File: config.mk
export PLATFORM = sky130hd
export DESIGN_NAME = stereo_param_apply
export DESIGN_NICKNAME = d
export VERILOG_FILES = /design/src/rtl/stereo_pkg.sv /design/src/rtl/stereo_param_stability_filter.sv /design/src/rtl/stereo_param_apply.sv
export SDC_FILE = /design/constraint.sdc
export NUM_CORES = 1
export LEC_CHECK = 0
export BUFFER_PORTS_ARGS = -buffer_cell sky130_fd_sc_hd__buf_2
export CAP_MARGIN = 30
export CORE_MARGIN = 5
export CORE_UTILIZATION = 64
export CTS_CLUSTER_DIAMETER = 120
export DETAILED_ROUTE_END_ITERATION = 16
export PLACE_DENSITY = 0.85
export RECOVER_POWER = 100
export SLEW_MARGIN = 20
export SYNTH_ARGS = -nofsm -noshare
export SYNTH_HDL_FRONTEND = slang
export SYNTH_SLANG_ARGS = --single-unit
File: constraint.sdc
create_clock -name CLK -period 6.35 [get_ports CLK]
set_clock_uncertainty 0.05 [all_clocks]
set_input_delay 1.5875 -clock CLK [delete_from_list [all_inputs] [get_ports CLK]]
set_output_delay 1.5875 -clock CLK [all_outputs]
set_load 0.005 [all_outputs]
File: src/rtl/stereo_pkg.sv
// Shared definitions for the slave-camera parameter apply stage: bundle layout,
// FSM encoding and reset constants.
package stereo_pkg;

  localparam int BUNDLE_W = 65;
  localparam int ZOOM_LSB = 0;
  localparam int INT_LSB  = 32;
  localparam int GAIN_BIT = 64;

  localparam logic [31:0] INT_TIME_DEFAULT_C = 32'd1000;

  typedef enum logic {
    ST_TRACK   = 1'b0,
    ST_PENDING = 1'b1
  } state_t;

endpackage

File: src/rtl/stereo_param_stability_filter.sv
// Periodic sampler that accepts a bundle once it has been seen unchanged on
// STABLE_COUNT+1 consecutive sample ticks.
module stereo_param_stability_filter
  import stereo_pkg::*;
#(
  parameter int SAMPLE_DIV   = 64,
  parameter int STABLE_COUNT = 4,
  parameter logic [BUNDLE_W-1:0] RESET_BUNDLE = '0
) (
  input  logic                CLK,
  input  logic                nRESET,
  input  logic                enable,
  input  logic [BUNDLE_W-1:0] sample,
  output logic                accept,
  output logic [BUNDLE_W-1:0] accept_bundle
);

  localparam logic [15:0] DIV_LAST = 16'(SAMPLE_DIV - 1);
  localparam logic [3:0]  STAB_MAX = 4'(STABLE_COUNT);

  logic [15:0]         div_cnt;
  logic [3:0]          stab_cnt;
  logic [BUNDLE_W-1:0] prev_q;
  logic                tick;
  logic                same;

  assign tick = (div_cnt == DIV_LAST);
  assign same = (sample == prev_q);

  always_ff @(posedge CLK or negedge nRESET) begin
    if (!nRESET) begin
      div_cnt  <= '0;
      stab_cnt <= '0;
      prev_q   <= RESET_BUNDLE;
    end else if (!enable) begin
      div_cnt  <= '0;
      stab_cnt <= '0;
    end else begin
      div_cnt <= tick ? 16'd0 : div_cnt + 16'd1;
      if (tick) begin
        prev_q <= sample;
        if (!same)
          stab_cnt <= '0;
        else if (stab_cnt != STAB_MAX)
          stab_cnt <= stab_cnt + 4'd1;
      end
    end
  end

  // Saturation at STAB_MAX makes this fire exactly once per stable run.
  assign accept        = enable && tick && same && (stab_cnt == STAB_MAX - 4'd1);
  assign accept_bundle = prev_q;

endmodule

File: src/rtl/stereo_param_apply.sv
// Slave-camera stage: synchronises link-receiver parameters, filters them for
// stability and commits accepted bundles to the sensor at frame start.
//
//   state      | meaning
//   -----------+------------------------------------------------------
//   ST_TRACK   | outputs current, waiting for a new stable bundle
//   ST_PENDING | new bundle held in pend, applied on next VSYNC rise
module stereo_param_apply
  import stereo_pkg::*;
#(
  parameter int          SAMPLE_DIV       = 64,
  parameter int          STABLE_COUNT     = 4,
  parameter int          TIMEOUT_FRAMES   = 8,
  parameter logic [31:0] INT_TIME_DEFAULT = INT_TIME_DEFAULT_C
) (
  input  logic        CLK,
  input  logic        nRESET,
  input  logic        ENABLE,
  input  logic        GAIN_IN,
  input  logic [31:0] INT_TIME_IN,
  input  logic [31:0] ZOOM_IN,
  input  logic        VSYNC,
  input  logic [31:0] INT_TIME_MAX,
  output logic        GAIN_OUT,
  output logic [31:0] INT_TIME_OUT,
  output logic [31:0] ZOOM_OUT,
  output logic        PARAM_UPDATE,
  output logic        LINK_ERR
);

  localparam logic [BUNDLE_W-1:0] RESET_BUNDLE = {1'b0, INT_TIME_DEFAULT, 32'd0};
  localparam logic [7:0]          TIMEOUT_C    = 8'(TIMEOUT_FRAMES);

  logic [BUNDLE_W-1:0] bsync1_q;
  logic [BUNDLE_W-1:0] sample_q;
  logic [2:0]          vs_q;
  logic                vsync_rise;

  logic                accept;
  logic [BUNDLE_W-1:0] accept_bundle;

  state_t              state_q;
  state_t              state_d;
  logic [BUNDLE_W-1:0] pend_q;
  logic [BUNDLE_W-1:0] applied_q;
  logic [7:0]          frame_cnt_q;
  logic                apply;
  logic                pend_load;
  logic                differs_applied;
  logic                differs_pend;
  logic [31:0]         pend_int;
  logic [31:0]         int_clamped;

  // Bundle words may be torn while crossing; the stability filter rejects them.
  always_ff @(posedge CLK or negedge nRESET) begin
    if (!nRESET) begin
      bsync1_q <= RESET_BUNDLE;
      sample_q <= RESET_BUNDLE;
      vs_q     <= '0;
    end else begin
      bsync1_q <= {GAIN_IN, INT_TIME_IN, ZOOM_IN};
      sample_q <= bsync1_q;
      vs_q     <= {vs_q[1:0], VSYNC};
    end
  end

  assign vsync_rise = vs_q[1] & ~vs_q[2];

  stereo_param_stability_filter #(
    .SAMPLE_DIV   (SAMPLE_DIV),
    .STABLE_COUNT (STABLE_COUNT),
    .RESET_BUNDLE (RESET_BUNDLE)
  ) u_filter (
    .CLK           (CLK),
    .nRESET        (nRESET),
    .enable        (ENABLE),
    .sample        (sample_q),
    .accept        (accept),
    .accept_bundle (accept_bundle)
  );

  assign differs_applied = (accept_bundle != applied_q);
  assign differs_pend    = (accept_bundle != pend_q);

  always_ff @(posedge CLK or negedge nRESET) begin
    if (!nRESET) state_q <= ST_TRACK;
    else         state_q <= state_d;
  end

  always_comb begin
    state_d = state_q;
    if (!ENABLE) begin
      state_d = ST_TRACK;
    end else begin
      case (state_q)
        ST_TRACK: begin
          if (accept && differs_applied) state_d = ST_PENDING;
        end
        ST_PENDING: begin
          // On a same-cycle apply, pend becomes the applied value for the compare.
          if (vsync_rise)
            state_d = (accept && differs_pend) ? ST_PENDING : ST_TRACK;
          else if (accept && !differs_applied)
            state_d = ST_TRACK;
        end
        default: state_d = ST_TRACK;
      endcase
    end
  end

  always_comb begin
    apply     = ENABLE && (state_q == ST_PENDING) && vsync_rise;
    pend_load = 1'b0;
    if (ENABLE && accept) begin
      if (state_q == ST_PENDING && vsync_rise) pend_load = differs_pend;
      else                                     pend_load = differs_applied;
    end
  end

  assign pend_int    = pend_q[INT_LSB +: 32];
  assign int_clamped = (pend_int > INT_TIME_MAX) ? INT_TIME_MAX : pend_int;

  always_ff @(posedge CLK or negedge nRESET) begin
    if (!nRESET) begin
      pend_q       <= RESET_BUNDLE;
      applied_q    <= RESET_BUNDLE;
      GAIN_OUT     <= 1'b0;
      INT_TIME_OUT <= INT_TIME_DEFAULT;
      ZOOM_OUT     <= '0;
      PARAM_UPDATE <= 1'b0;
    end else begin
      PARAM_UPDATE <= apply;
      if (apply) begin
        applied_q    <= pend_q;
        GAIN_OUT     <= pend_q[GAIN_BIT];
        INT_TIME_OUT <= int_clamped;
        ZOOM_OUT     <= pend_q[ZOOM_LSB +: 32];
      end
      if (pend_load) pend_q <= accept_bundle;
    end
  end

  always_ff @(posedge CLK or negedge nRESET) begin
    if (!nRESET) begin
      frame_cnt_q <= '0;
      LINK_ERR    <= 1'b0;
    end else if (!ENABLE) begin
      frame_cnt_q <= '0;
      LINK_ERR    <= 1'b0;
    end else begin
      if (accept)
        frame_cnt_q <= '0;
      else if (vsync_rise && frame_cnt_q != TIMEOUT_C)
        frame_cnt_q <= frame_cnt_q + 8'd1;
      LINK_ERR <= (frame_cnt_q == TIMEOUT_C);
    end
  end

endmodule

==> summary.md <==
| Metric | Value |
|---|---|
| Pin count of the biggest net entering global routing | between 100 and 150 |
| Synth area leaders | sky130_fd_sc_hd__dfrtp_1 52%, sky130_fd_sc_hd__dfstp_2 5.5%, sky130_fd_sc_hd__xor2_1 5.4% |
| Final hold vios | 0 |
| Post-CTS setup buffer count | 0 |
| Sw Ratio | approximately 22% |
| Clk pin slew, worst setup/hold paths | 0.06 ns |
| Status | finished with violations |
| Setup TNS after final layout | 0 ns |
| Cts hold-fix bufs | 0 |
| Syn avg cell area | approximately 12 um^2 |
| Detailed Route Iter0 Violations | approximately 1,200 |
| Highest cell delay on the worst timing path | 1.52 ns |
| Post_cts resized | 0 |
| Max-slew violation count | about 250 |
| Wire length of the first global-routing pass | between 60,000 and 70,000 um |
| Crit end category | register |
| Remaining max-slew budget at the tightest pin | -58.2% |
| Via count | between 10,000 and 15,000 |
| Routed via count divided by cell count | 5.88 |
| Syn nets | 1,607 |
| Overall power | ~5 mW |
| Total of flip-flops plus latches after synthesis | slightly below 400 |
| Flop pwr share | approximately half |
| Reported max-cap violation count | 4 |
| Number of cells produced by synthesis | about 1,500 |
| DIE WIDTH | ~170 um |
| Period utilization | between 70% and 80% |
| Clock sink count | 391 |
| Depth of the worst register-to-register path | 8 |
| Number of antenna violations at the first check in global routing | 0 |
| H-tree level count | 2 |
| Worst Min Path Start | bsync1_q[46] |
| Number of I/O port buffers | between 150 and 200 |
| Signed area change from the synthesized netlist to the final layout | 11.2% |
| Fraction of final layout cells with drive strength greater than 1 | a little under a fifth |
| Reg2Reg Setup Slack | 1.78 ns |
| Switching power total | between 1 and 1.5 mW |
| Fin area | about 19,000 um^2 |
| Total area of multi-input combinational cells | 6500 um^2 |
| Floorplan Core Area | between 20,000 and 30,000 um^2 |
| Register area | about 9800 um^2 |
| CP arrival | 5.18 ns |
| Synth Area in XOR/XNOR | a little over a tenth |
| Worst hold path cell count | 0 |
| Number of ports placed on the die boundary | around 170 |
| Final critical delay including setup and external delays | 4.82 ns |
| Antenna Diode Count | 0 |
| Initial core utilization | around 64% |
| Cell area after synthesis | 17,200 um^2 |
| Internal power | a little under 4 mW |
| Total Nets Final | ~1,700 |
| Residual overflow from global routing | 0 |
| Skew-Pair Late Insertion Delay | between 0.5 and 0.6 ns |
| Most used flip-flop cell after synthesis | sky130_fd_sc_hd__dfrtp_1 |
| Setup CP Type | input port to register |
| Simple-gate portion of the synthesized area | around an eighth |
| Count of yosys warnings during synthesis | 0 |
| Synth async-reset ratio | 100% |
| Clock tree buffer depth | 3 |
| DRC violation count after routing | 0 |
| Commonest cells after routing, fill and taps aside | 355 x sky130_fd_sc_hd__dfrtp_1, 238 x sky130_fd_sc_hd__nand2_1, 123 x sky130_fd_sc_hd__buf_2 |
| Total GRT Usage | 27.5% |
| Combinational family with the most area after synthesis | simple AND/OR/NAND/NOR gates |
| Multiplexer share of the synthesized area | 9.71% |
| Routability cong. | 0.903 |
| Family with the most delay on the worst path | buffers and inverters |
| Reg-to-reg startpoint | u_filter.accept_bundle[7] |
| Combinational Power Share | about 2.8% |
| Largest vdd supply drop | 246 uV |
| HPWL after DPL | 28,500 um |
| Startpoint types | input port |
| Distinct cells, synth | 44 |
| Detailed Routing Iterations Pass 1 | 5 |
| Hold Crit Endpoint | sample_q[46] |
| Fraction of the mapped netlist area in compound gates | approximately 2.8% |
| Remaining number of nets flagged by the antenna check after routing | 0 |
| Clock buffers created by TritonCTS | 39 |
| TritonCTS clock tree | built |
| Achievable Freq | between 200 and 250 MHz |
| Rows | 60 |
| Slew at the pin with the worst max-slew slack | approximately 2.4 ns |
| Cell area after placement | 18,100 um^2 |
| Routed wirelength normalized by instance count | 21.1 um |
| Clock network power share | a little under half |
| Fillers | roughly 1,800 |
| Leakage power | around 10 nW |
| CP Cell Sequence | clkbuf_1 -> nand2_1 -> clkbuf_2 -> nor2_1 -> o21ai_0 -> nand3_1 |
| Floorplan die area | 30,200 um^2 |
| Cell type of the slowest stage on the worst timing path | sky130_fd_sc_hd__clkbuf_2 |
| Post-synth EDFFs | 0 |
| Terminus of the critical flop-to-flop path | pend_q[5] |
| Class of the tightest hold or removal check | register to register |
| Violated checks | max-capacitance violations, max-slew violations |
| Critical path buffer and inverter count | 2 |
| Pwr dens | 260 nW/um^2 |
| Synth Area in Adders | 2.70% |
| Sequential share of the synthesized area | between 50% and 60% |
| Die Height | roughly 170 um |
| Share of Yosys cell area claimed by the top area cell type | roughly 52% |
| Most common cell after layout, fill and taps aside | sky130_fd_sc_hd__dfrtp_1 |
| Critical Path RT | around 6.7 ns |
| CP max FO | 93 |
| Total Wirelength | approximately 42,000 um |
| Root buffer cell | sky130_fd_sc_hd__clkbuf_16 |
| Area leader, netlist | sky130_fd_sc_hd__dfrtp_1 |
| Setup repair after global routing missed its margin | false |
| Number of global-route vias before repair | approximately 12,000 |
| Final setup violating endpoints | 0 |
-- logic make-up (layout without fill, tap and decap cells) --
group                    count (synthesis)  in the layout
AND/OR/NAND/NOR                        485            485
flip-flops                             391            391
XOR/XNOR                               209            209
multiplexers                           132            132
buffers and inverters                  131            296
AO/OA/AOI/OAI                           84             84
adder cells (fa/ha/maj)                 37             37
-- synth_stat cells (all sizes together) (33+ instances only) --
cell type and n:
inv 49, mux2 129, nand3 54, nor2 55, buf 48, xnor2 103, dfstp 36, nor4 33
xor2 106, ha 37, dfrtp 355, o21ai 43, nand2 238, nand4 44, clkbuf 34
-- routing by layer --
layer	wire length, um	track usage [%]
met4	2080	12.4
met5	0	0
met2	19300	43.2
met3	3610	6.37
met1	16600	37.0
-- worst max path at each step --
stage                                          from               end  slack, ns  cells past startpoint
after floorplan                    INT_TIME_MAX[29]  INT_TIME_OUT[21]       2.72                     11
after global placement             INT_TIME_MAX[31]  INT_TIME_OUT[28]       2.21                      9
after detailed placement           INT_TIME_MAX[31]  INT_TIME_OUT[29]       2.29                     10
after CTS                 u_filter.accept_bundle[7]         pend_q[5]       2.49                      8
after global routing                         ENABLE  INT_TIME_OUT[13]       1.29                      6
final                                        ENABLE  INT_TIME_OUT[13]       1.53                      6
-- flip-flops by register name, indices dropped and copies added, names as in the netlist --
register	count
GAIN_OUT	1
INT_TIME_OUT	32
LINK_ERR	1
PARAM_UPDATE	1
ZOOM_OUT	31
applied_q	33
bsync1_q	65
frame_cnt_q	8
pend_q	65
sample_q	65
state_q	1
u_filter.accept_bundle	65
u_filter.div_cnt	16
u_filter.stab_cnt	4
vs_q	3
-- per-stage QoR --
stage / util (%) / instances / setup WS [ns] / hold slack [ns]
final: 71.6 / 1975 / 1.53 / 0.297
after detailed placement: 68.0 / 1905 / 2.29 / 0.285
after CTS: 72.7 / 1975 / 2.49 / 0.299
after global routing: 71.6 / 1975 / 1.29 / 0.305
after floorplan: - / 1469 / 2.72 / 0.281
after global placement: 67.9 / 1904 / 2.21 / 0.283
-- cell type report --
| type | instances | area share [%] |
|---|---|---|
| sequential | 391 | 51.5 |
| multi-input combinational | 947 | 34.1 |
| timing repair buffer | 177 | 4.67 |
| clock buffer | 60 | 6.06 |
| tap | 341 | 2.23 |
| clock inverter | 10 | 0.531 |
| inverter | 49 | 0.963 |
-- power groups by stage --
stage          Sequential [mW]  Combinational [mW]  Clock, mW
2_1_floorplan             2.60              0.0440          0
3_3_place_gp              2.61               0.137          0
3_5_place_dp              2.61               0.142          0
4_1_cts                   2.57               0.143       2.28
5_1_grt                   2.57               0.159       2.40
6_report                  2.57               0.139       2.26
(Power assumes the default switching activity.)
